==> src/rtl/uart_bus_bridge.sv <==
// UART-to-peripheral-bus bridge: 8N1 command frames become single bus reads/writes,
// answered over UART with read data or an ACK/NAK byte.
module uart_bus_bridge #(
  parameter int unsigned CLOCK_SCALE_BITS = 16,
  parameter logic [31:0] FRAME_TIMEOUT    = 32'd1000000,
  parameter logic [15:0] BUS_TIMEOUT      = 16'd1024
) (
  input  logic                        clk,
  input  logic                        rst,
  input  logic                        enable,
  input  logic [CLOCK_SCALE_BITS-1:0] cyclesPerBit,
  input  logic                        uart_rx,
  output logic                        uart_tx,
  output logic                        peripheralEnable,
  output logic                        peripheralBus_we,
  output logic                        peripheralBus_oe,
  input  logic                        peripheralBus_busy,
  output logic [15:0]                 peripheralBus_address,
  output logic [3:0]                  peripheralBus_byteSelect,
  output logic [31:0]                 peripheralBus_dataWrite,
  input  logic [31:0]                 peripheralBus_dataRead,
  output logic                        active
);

  localparam logic [7:0] ACK = 8'h06;
  localparam logic [7:0] NAK = 8'h15;

  typedef enum logic [2:0] {IDLE, RX_ADDR, RX_DATA, ACCESS, TX_RESP, DRAIN} state_e;
  typedef enum logic [1:0] {RX_IDLE, RX_START, RX_BITS, RX_STOP} rxState_e;

  state_e                      state_q, state_d;
  rxState_e                    rxState_q;
  logic [1:0]                  rxSync_q;
  logic                        rxLine;
  logic [CLOCK_SCALE_BITS-1:0] rxCnt_q, txCnt_q;
  logic [2:0]                  rxBit_q;
  logic [7:0]                  rxShift_q;
  logic                        rxValid_q;
  logic                        txLine_q, txBusy_q, txStart;
  logic [3:0]                  txBit_q;
  logic [8:0]                  txShift_q;
  logic [7:0]                  txByte;
  logic                        cmdWrite_q;
  logic [3:0]                  bsel_q;
  logic [15:0]                 addr_q;
  logic [31:0]                 data_q, frameCnt_q, respBuf_q;
  logic [1:0]                  byteCnt_q;
  logic [15:0]                 busyCnt_q;
  logic [2:0]                  respCnt_q;
  logic                        abort_q;
  logic                        badCmd, frameExpired, busTimeout, accessDone, inRx, inAccess;

  // A disabled bridge sees an idle line, so no partial byte can start.
  always_ff @(posedge clk or negedge rst) begin
    if (!rst) rxSync_q <= 2'b11;
    else      rxSync_q <= {rxSync_q[0], enable ? uart_rx : 1'b1};
  end
  assign rxLine = rxSync_q[1];

  always_ff @(posedge clk or negedge rst) begin
    if (!rst) begin
      rxState_q <= RX_IDLE;
      rxCnt_q   <= '0;
      rxBit_q   <= '0;
      rxShift_q <= '0;
      rxValid_q <= 1'b0;
    end else begin
      rxValid_q <= 1'b0;
      case (rxState_q)
        RX_IDLE: begin
          if (!rxLine) begin
            rxCnt_q   <= '0;
            rxState_q <= RX_START;
          end
        end
        RX_START: begin
          if (rxCnt_q == (cyclesPerBit >> 1)) begin
            rxCnt_q   <= '0;
            rxBit_q   <= '0;
            rxState_q <= rxLine ? RX_IDLE : RX_BITS;
          end else rxCnt_q <= rxCnt_q + 1'b1;
        end
        RX_BITS: begin
          if (rxCnt_q == cyclesPerBit) begin
            rxCnt_q   <= '0;
            rxShift_q <= {rxLine, rxShift_q[7:1]};
            if (rxBit_q == 3'd7) rxState_q <= RX_STOP;
            else                 rxBit_q   <= rxBit_q + 1'b1;
          end else rxCnt_q <= rxCnt_q + 1'b1;
        end
        RX_STOP: begin
          if (rxCnt_q == cyclesPerBit) begin
            rxCnt_q   <= '0;
            rxValid_q <= rxLine;
            rxState_q <= RX_IDLE;
          end else rxCnt_q <= rxCnt_q + 1'b1;
        end
        default: rxState_q <= RX_IDLE;
      endcase
    end
  end

  // Transmitter: bit index 0 is the start bit, 9 the stop bit.
  always_ff @(posedge clk or negedge rst) begin
    if (!rst) begin
      txLine_q  <= 1'b1;
      txBusy_q  <= 1'b0;
      txCnt_q   <= '0;
      txBit_q   <= '0;
      txShift_q <= '0;
    end else if (!txBusy_q) begin
      if (txStart) begin
        txShift_q <= {1'b1, txByte};
        txLine_q  <= 1'b0;
        txCnt_q   <= '0;
        txBit_q   <= '0;
        txBusy_q  <= 1'b1;
      end
    end else if (txCnt_q == cyclesPerBit) begin
      txCnt_q <= '0;
      if (txBit_q == 4'd9) txBusy_q <= 1'b0;
      else begin
        txLine_q  <= txShift_q[0];
        txShift_q <= {1'b1, txShift_q[8:1]};
        txBit_q   <= txBit_q + 1'b1;
      end
    end else txCnt_q <= txCnt_q + 1'b1;
  end
  assign uart_tx = txLine_q;

  assign badCmd       = |rxShift_q[6:4];
  assign inRx         = (state_q == RX_ADDR) || (state_q == RX_DATA);
  assign inAccess     = (state_q == ACCESS);
  assign frameExpired = frameCnt_q >= (FRAME_TIMEOUT - 32'd1);
  assign busTimeout   = peripheralBus_busy && (busyCnt_q >= (BUS_TIMEOUT - 16'd1));
  assign accessDone   = !peripheralBus_busy || busTimeout;

  always_ff @(posedge clk or negedge rst) begin
    if (!rst) state_q <= IDLE;
    else      state_q <= state_d;
  end

  always_comb begin
    state_d = state_q;
    case (state_q)
      IDLE:    if (enable && rxValid_q) state_d = badCmd ? TX_RESP : RX_ADDR;
      RX_ADDR: begin
        if (!enable || frameExpired)        state_d = IDLE;
        else if (rxValid_q && byteCnt_q[0]) state_d = cmdWrite_q ? RX_DATA : ACCESS;
      end
      RX_DATA: begin
        if (!enable || frameExpired)                state_d = IDLE;
        else if (rxValid_q && byteCnt_q == 2'd3)    state_d = ACCESS;
      end
      ACCESS:  if (accessDone) state_d = (abort_q || !enable) ? IDLE : TX_RESP;
      TX_RESP: if (!enable || respCnt_q == 3'd0) state_d = DRAIN;
      DRAIN:   if (!txBusy_q) state_d = IDLE;
      default: state_d = IDLE;
    endcase
  end

  // Bus outputs decode from the state register so an async reset drops them at once.
  always_comb begin
    peripheralEnable         = inAccess;
    peripheralBus_we         = inAccess && cmdWrite_q;
    peripheralBus_oe         = inAccess && !cmdWrite_q;
    peripheralBus_address    = inAccess ? addr_q : 16'h0;
    peripheralBus_byteSelect = inAccess ? bsel_q : 4'h0;
    peripheralBus_dataWrite  = (inAccess && cmdWrite_q) ? data_q : 32'h0;
    txStart                  = (state_q == TX_RESP) && enable && (respCnt_q != 3'd0) && !txBusy_q;
    txByte                   = respBuf_q[31:24];
    active                   = (state_q != IDLE);
  end

  always_ff @(posedge clk or negedge rst) begin
    if (!rst) begin
      cmdWrite_q <= 1'b0;
      bsel_q     <= '0;
      addr_q     <= '0;
      data_q     <= '0;
      byteCnt_q  <= '0;
      frameCnt_q <= '0;
      busyCnt_q  <= '0;
      respBuf_q  <= '0;
      respCnt_q  <= '0;
      abort_q    <= 1'b0;
    end else begin
      frameCnt_q <= (inRx && !rxValid_q) ? frameCnt_q + 32'd1 : 32'd0;
      busyCnt_q  <= (inAccess && peripheralBus_busy)
                    ? ((busyCnt_q == 16'hFFFF) ? busyCnt_q : busyCnt_q + 16'd1) : 16'd0;
      abort_q    <= inAccess && (abort_q || !enable);
      case (state_q)
        IDLE: begin
          if (enable && rxValid_q) begin
            cmdWrite_q <= rxShift_q[7];
            bsel_q     <= rxShift_q[3:0];
            byteCnt_q  <= '0;
            if (badCmd) begin
              respBuf_q <= {NAK, 24'h0};
              respCnt_q <= 3'd1;
            end
          end
        end
        RX_ADDR: begin
          if (rxValid_q) begin
            addr_q    <= {addr_q[7:0], rxShift_q};
            byteCnt_q <= byteCnt_q[0] ? 2'd0 : 2'd1;
          end
        end
        RX_DATA: begin
          if (rxValid_q) begin
            data_q    <= {data_q[23:0], rxShift_q};
            byteCnt_q <= byteCnt_q + 2'd1;
          end
        end
        ACCESS: begin
          if (accessDone) begin
            if (busTimeout) begin
              respBuf_q <= {NAK, 24'h0};
              respCnt_q <= 3'd1;
            end else if (cmdWrite_q) begin
              respBuf_q <= {ACK, 24'h0};
              respCnt_q <= 3'd1;
            end else begin
              respBuf_q <= peripheralBus_dataRead;
              respCnt_q <= 3'd4;
            end
          end
        end
        TX_RESP: begin
          if (txStart) begin
            respBuf_q <= {respBuf_q[23:0], 8'h00};
            respCnt_q <= respCnt_q - 3'd1;
          end
        end
        DRAIN:   respCnt_q <= '0;
        default: ;
      endcase
    end
  end

endmodule

==> config.mk <==
export PLATFORM = sky130hd
export DESIGN_NAME = uart_bus_bridge
export DESIGN_NICKNAME = d
export VERILOG_FILES = /design/src/rtl/uart_bus_bridge.sv
export SDC_FILE = /design/constraint.sdc
export NUM_CORES = 1
export LEC_CHECK = 0
export BUFFER_PORTS_ARGS = -buffer_cell sky130_fd_sc_hd__buf_2
export CELL_PAD_IN_SITES_DETAIL_PLACEMENT = 1
export CELL_PAD_IN_SITES_GLOBAL_PLACEMENT = 2
export CORE_MARGIN = 2
export CORE_UTILIZATION = 30
export DETAILED_ROUTE_END_ITERATION = 7
export PLACE_DENSITY_LB_ADDON = 0.3
export SLEW_MARGIN = 20
export SYNTH_ARGS = -nofsm -noshare
export SYNTH_HDL_FRONTEND = slang
export SYNTH_SLANG_ARGS = --single-unit
==> constraint.sdc <==
create_clock -name clk -period 2.46 [get_ports clk]
set_input_delay 0.492 -clock clk [delete_from_list [all_inputs] [get_ports clk]]
set_output_delay 0.492 -clock clk [all_outputs]
set_load 0.05 [all_outputs]
==> results of run 1 <==
cell usage after synthesis (3+ instances only):
library cell	instances	area [um^2]
ha_1	11	138
and2_1	24	150
nand2b_1	4	25.0
nand3_1	35	175
a31oi_1	10	62.6
a21oi_1	22	110
nor4_1	15	93.8
mux2_2	54	608
nor2b_1	7	43.8
nor3b_1	10	75.1
o21ai_0	40	200
and3_1	56	350
buf_2	12	60.1
nor3_1	25	125
mux2_1	11	124
or3_1	10	62.6
inv_1	40	150
dfrtp_1	202	5050
xnor2_2	3	48.8
xnor2_1	41	359
a211oi_1	3	22.5
o21bai_1	3	22.5
a222oi_1	20	200
nor2_1	87	327
clkbuf_1	43	161
mux2i_1	13	130
buf_1	5	18.8
xor2_1	48	420
a21o_1	12	90.1
nand2_1	60	225
dfstp_2	3	78.8
o21ai_1	8	40.0
a22oi_1	11	82.6
and4_1	5	43.8
a22o_1	10	87.6
nand4_1	19	119
stage by stage:
| stage | power (mW) | worst slack (ns) | instances | hold WS [ns] | cell area [um^2] |
|---|---|---|---|---|---|
| after floorplan | 4.09 | 0.131 | 1020 | 0.196 | 10400 |
| after global placement | 4.40 | -0.0143 | 1565 | 0.346 | 11700 |
| after detailed placement | 4.42 | -0.00780 | 1565 | 0.353 | 11700 |
| after CTS | 8.18 | 0.0125 | 1614 | 0.147 | 12900 |
| after global routing | 8.42 | -0.000171 | 1614 | 0.177 | 12900 |
| final | 8.03 | 0.0926 | 1614 | 0.172 | 12900 |
worst max path at each step:
stage	startpoint	endpoint	slack (ns)	cells after the start
3_5_place_dp	cyclesPerBit[9]	rxShift_q[6]	-0.008	6
2_1_floorplan	state_q[1]	peripheralBus_dataWrite[10]	0.13	7
5_1_grt	state_q[1]	peripheralBus_dataWrite[24]	-0.0002	6
4_1_cts	state_q[1]	peripheralBus_oe	0.01	5
6_report	state_q[1]	peripheralBus_dataWrite[12]	0.09	6
3_3_place_gp	cyclesPerBit[9]	rxShift_q[2]	-0.01	6
worst reg2reg max path, stage by stage, from the launching register on:
cell,delay [ns]
dfrtp_1,0.47
xor2_1,0.20
nor4_1,0.45
nand4_1,0.32
a22oi_2,0.24
buf_4,0.24
o21ai_0,0.11
a21o_1,0.19
flip-flops by register name (all words and copies together), names as in the netlist, 2 cells and up, named ones only:
register,cells
addr_q,16
bsel_q,4
busyCnt_q,16
byteCnt_q,2
data_q,32
frameCnt_q,32
respBuf_q,32
respCnt_q,3
rxBit_q,3
rxCnt_q,16
rxShift_q,8
rxSync_q,2
state_q,3
txBit_q,4
txCnt_q,16
txShift_q,9
layout make-up:
cell class	instances	area, um^2
Fill cell	3859	21500
Sequential cell	205	5130
Multi-Input combinational cell	711	4940
Timing Repair Buffer	158	1310
Clock buffer	37	721
Tap cell	455	569
Inverter	40	163
Clock inverter	8	96.3
kinds of logic after synthesis:
| kind of cell | synth area share |
|---|---|
| xor gates and xnor gates | 0.0793 |
| and+or+nand+nor | 0.188 |
| adders and majority gates | 0.0132 |
| AOI/OAI and AO/OA | 0.105 |
| DFF | 0.491 |
| buffers and inverters | 0.0410 |
| muxes | 0.0825 |
routing by layer:
metal | vias to the layer above | share of wire
met1 | 4119 | 0.47
met5 | - | 0
met3 | 36 | 0.030
met2 | 75 | 0.48
li1 | 3874 | -
met4 | 0 | 0.017
timing repair:
item | in CTS | in global routing
resized for setup | 95 | 18
endpoints found under the hold margin | 53 | 0
gates cloned | 2 | 0
setup endpoints to repair | 54 | 38
pin swaps | 0 | 0
hold buffers | 1 | 0
setup buffers | 1 | 0
power breakdown:
group	switching [mW]	internal [mW]	leakage, nW
combinational	0.445	0.274	3.01
sequential	0.131	3.49	2.73
clock	1.46	2.23	0.400
total	2.04	5.99	6.14
==> impl_metrics.toml, run 1 <==
[outcome]
status = "complete, no violations"

[setup_path]
worst_path_largest_cell_delay_ns = 0.36
path_cells = "nand2_2, or2_4, clkinv_8, buf_12, and3_1, buf_6"
cp_slowest_cell = "dfrtp_1"
critPathKind = "reg -> out"
reg2reg_from = "rxCnt_q[8]"
critPathMaxFanout = 14
r2r_setup_slack_ns = 0.14
critical_path.top_delay_family = "simple AND/OR/NAND/NOR gates"
cp-end-kind = "output port"
crit_arrival_ns = 1.88
cp-start-kind = "register"
cp.required_ns = 1.97
reg2reg_depth = 7
worst-path-buf-inv = 3
rr_endpoint = "rxCnt_q[11]"

[global_route]
top_usage_layer = "met2"
grt_pass1_wl_um = 47500
grt_start_max_net_pins = 64
grtUsageMet2 = 0.268
grt_usage = 0.160
gr-total-overflow = 0
grt_use_met3 = 0.0226
antenna_found_initial = 0
grtUsageMet1 = 0.220
grt_pass1_vias = 8633

[timing]
setup_viol = 0
period_share = 0.962
fin_skew_ns = 0.0159
worst_pin_slew_ns = 0.573
fmax_mhz = 422
fin_crit_ns = 2.37
fin_tns_setup_ns = 0
maxSlewHeadroom = 0.616
slew_viol_final = 0
hold_violations = 0

[cells_and_area]
drive_gt1_frac = 0.240
layout_common_cells = "dfrtp_1 (202), nor2_1 (85), nand2_1 (59)"
final_net_count = 1205
utilization = 0.375
syn_to_final_growth_pct = 23.8
final_common_cell = "dfrtp_1"
diodes = 0

[power]
irDropWorstVdd_mv = 0.412
p_leak_nw = 6.14
powerDensity_nw_per_um2 = 621

[clocking]
cts_buffer_depth = 3
clk_latency_ns = 0.52
clockRootBuffer = "clkbuf_16"
cts_made_buffers = 25
path_clk_slew_ns = 0.06
htreeDepth = 1
cts_tree = "done"
cts.sinks = 205

[synthesis]
syn-num-nets = 1084
syn_inst = 1020
synthDistinctLibCells = 64
ys.flop_type = "dfrtp_1"
synth_edf_count = 0
ys_ff_latch = 205
ys_seq_area_frac = 0.491
synth.avg_cell_area_um2 = 10.2
syn_area_um2 = 10400
yosys_warnings = 0
synth_async_sr_flop_share = 1.00

[worst_hold_path]
min_path_type = "in -> reg"
holdPathEnd = "rxSync_q[0]"
min_from = "uart_rx"
hold_depth = 2

[die]
core_um2 = 34500
dieArea_um2 = 36300
num_rows = 68
initial_core_util = 0.303
die-width_um = 191
die_y_um = 191
io_pins = 110

[placement]
io_buffers = 109
gp_congestion = 0.871
dp_hpwl_um = 19400

[detailed_routing]
firstDrtPassIters = 6
wl_per_cell_um = 17.7
drtAntennaViolNets = 0
routed_wirelength_um = 28500
drtIter0Drc = 441
viasPerCell = 5.02
vias = 8104
drcViolationCount = 0

[job]
cap_violations = 0
Note: power is estimated with default switching activity, not from simulation.
==> inputs of run 2 (changes only) <==
--- a/config.mk
+++ b/config.mk
@@ -5,13 +5,14 @@
 export SDC_FILE = /design/constraint.sdc
 export NUM_CORES = 1
 export LEC_CHECK = 0
-export BUFFER_PORTS_ARGS = -buffer_cell sky130_fd_sc_hd__buf_2
 export CELL_PAD_IN_SITES_DETAIL_PLACEMENT = 1
 export CELL_PAD_IN_SITES_GLOBAL_PLACEMENT = 2
+export CORE_ASPECT_RATIO = 0.8
 export CORE_MARGIN = 2
 export CORE_UTILIZATION = 30
 export DETAILED_ROUTE_END_ITERATION = 7
-export PLACE_DENSITY_LB_ADDON = 0.3
+export DONT_BUFFER_PORTS = 1
+export PLACE_DENSITY = 0.59
 export SLEW_MARGIN = 20
 export SYNTH_ARGS = -nofsm -noshare
 export SYNTH_HDL_FRONTEND = slang
==> impl_metrics.toml, run 2 (synthesis gave the netlist of run 1 again) <==
[placement]
dp_cells = 1529
gp_congestion = 0.865
dp_hpwl_um = 19300
pre_cts_ws_ns = 0.182
io_buffers = 0

[power]
p_leak_nw = 6.03
powerDensity_nw_per_um2 = 591
irDropWorstVdd_mv = 0.553

[timing]
fin_skew_ns = 0.0212
fmax_mhz = 416
rsz0062_at_grt = "true"
period_share = 0.977
fin_crit_ns = 2.40
slew_viol_final = 0
hold_violations = 203
hold_ws_ns = -0.352
setup_slack_ns = 0.0566
fin_tns_setup_ns = 0
maxSlewHeadroom = 0.543
worst_pin_slew_ns = 0.676
setup_viol = 0

[clocking]
cts_tree = "done"
cts_made_buffers = 24
cts_buffer_depth = 3
clockRootBuffer = "clkbuf_16"
clk_latency_ns = 0.53
cts_hold_buf = 1
htreeDepth = 1
path_clk_slew_ns = 0.06
cts.sinks = 205

[die]
initial_core_util = 0.303
die_y_um = 171
die-width_um = 213
num_rows = 61
dieArea_um2 = 36300
core_um2 = 34500
io_pins = 110

[detailed_routing]
viasPerCell = 5.00
top_layer = "met4"
drtAntennaViolNets = 0
wl_met1_um = 15100
firstDrtPassIters = 6
routed_wirelength_um = 29000
drtIter0Drc = 484
drcViolationCount = 0
wl_met3_um = 1460
wl_per_cell_um = 18.3
dr_wl_met2_um = 12100
vias = 7921

[setup_path]
cp.required_ns = 1.97
cp-start-kind = "register"
critPathMaxFanout = 7
crit_arrival_ns = 1.91
cp-end-kind = "output port"
critPathKind = "reg -> out"

[cells_and_area]
ff_latch_area_um2 = 5140
final_common_cell = "dfrtp_1"
layout_common_cells = "dfrtp_1 (200), nor2_1 (86), nand2_1 (59), buf_12 (59), mux2_2 (54)"
utilization = 0.388
fillers = 3791
drive_gt1_frac = 0.235
reg_top3 = "data_q (32), frameCnt_q (32), respBuf_q (32)"
final_net_count = 1159
multiInputGateArea_um2 = 5070
syn_to_final_growth_pct = 28.2
final_cells = 1583

[global_route]
grt_usage = 0.161
gr-total-overflow = 0
grt_start_max_net_pins = 206
antenna_found_initial = 1
grt_pass1_wl_um = 46600
grt_pass1_vias = 8052

[worst_hold_path]
min_path_type = "in -> async"

[job]
cap_violations = 0

[outcome]
status = "finished with violations"
violations = "negative hold slack"
## run 2: cell count changes in the layout (fill, tap and decap cells not counted), moves of 6 or more
| cell | change |
|---|---|
| and2_1 | -6 |
| and2_4 | +6 |
| and3_1 | -24 |
| and3_4 | +24 |
| buf_12 | +54 |
| buf_2 | -54 |
| buf_4 | -6 |
| buf_6 | -36 |
## run 2: critical path, cell delays in order, from the launching register on
cell and delay [ns]:
dfrtp_1 0.37, nand2_2 0.07, or2_4 0.26, inv_8 0.08, buf_6 0.12, clkbuf_16 0.14, and3_4 0.20, buf_12 0.13
## run 2: worst paths after layout
kind                       cells after the start                         end  slack, ns         from
max in group asynchronous                      0                  state_q[2]       2.24          rst
min                                            0                  txCnt_q[0]      -0.35          rst
min reg2reg                                    0                 rxSync_q[1]       0.36  rxSync_q[0]
max                                            7  peripheralBus_dataWrite[6]       0.06   state_q[0]
max reg2reg                                    5                rxShift_q[2]       0.20   rxCnt_q[3]
min in group clk                               1                 rxSync_q[0]       0.08      uart_rx
## run 2: report_power, final
group / internal (mW) / switching (mW)
Clock: 2.23 / 1.44
Sequential: 3.49 / 0.114
Combinational: 0.261 / 0.373
Total: 5.98 / 1.93
## run 2: repair_timing
item / CTS / global route
setup buffers: 6 / 3
hold endpoints to repair: 206 / 205
setup endpoints to repair: 55 / 53
resized for setup: 14 / 33
cloned: 2 / 1
pin swaps: 0 / 0
## run 2: area by class of cell
class,instances,share of cell area
flip-flops and latches,205,0.384
multi-input cells,711,0.379
repair buffers,113,0.122
clock buffers,34,0.0507
well taps,472,0.0441
inverters,40,0.0118
clock inverters,7,0.00907
diodes,1,0.000187
## run 2: routing by layer
metal  GRT usage  vias to the layer above
met5           0                        -
met4      0.0334                        0
met3      0.0283                       32
met2       0.229                      118
met1       0.251                     3995
li1            -                     3776
## run 2: through the flow
stage          total power, mW  area, um^2
2_1_floorplan             4.09       10400
3_3_place_gp              4.29       12200
3_5_place_dp              4.29       12200
4_1_cts                   8.06       13200
5_1_grt                   8.29       13400
6_report                  7.91       13400
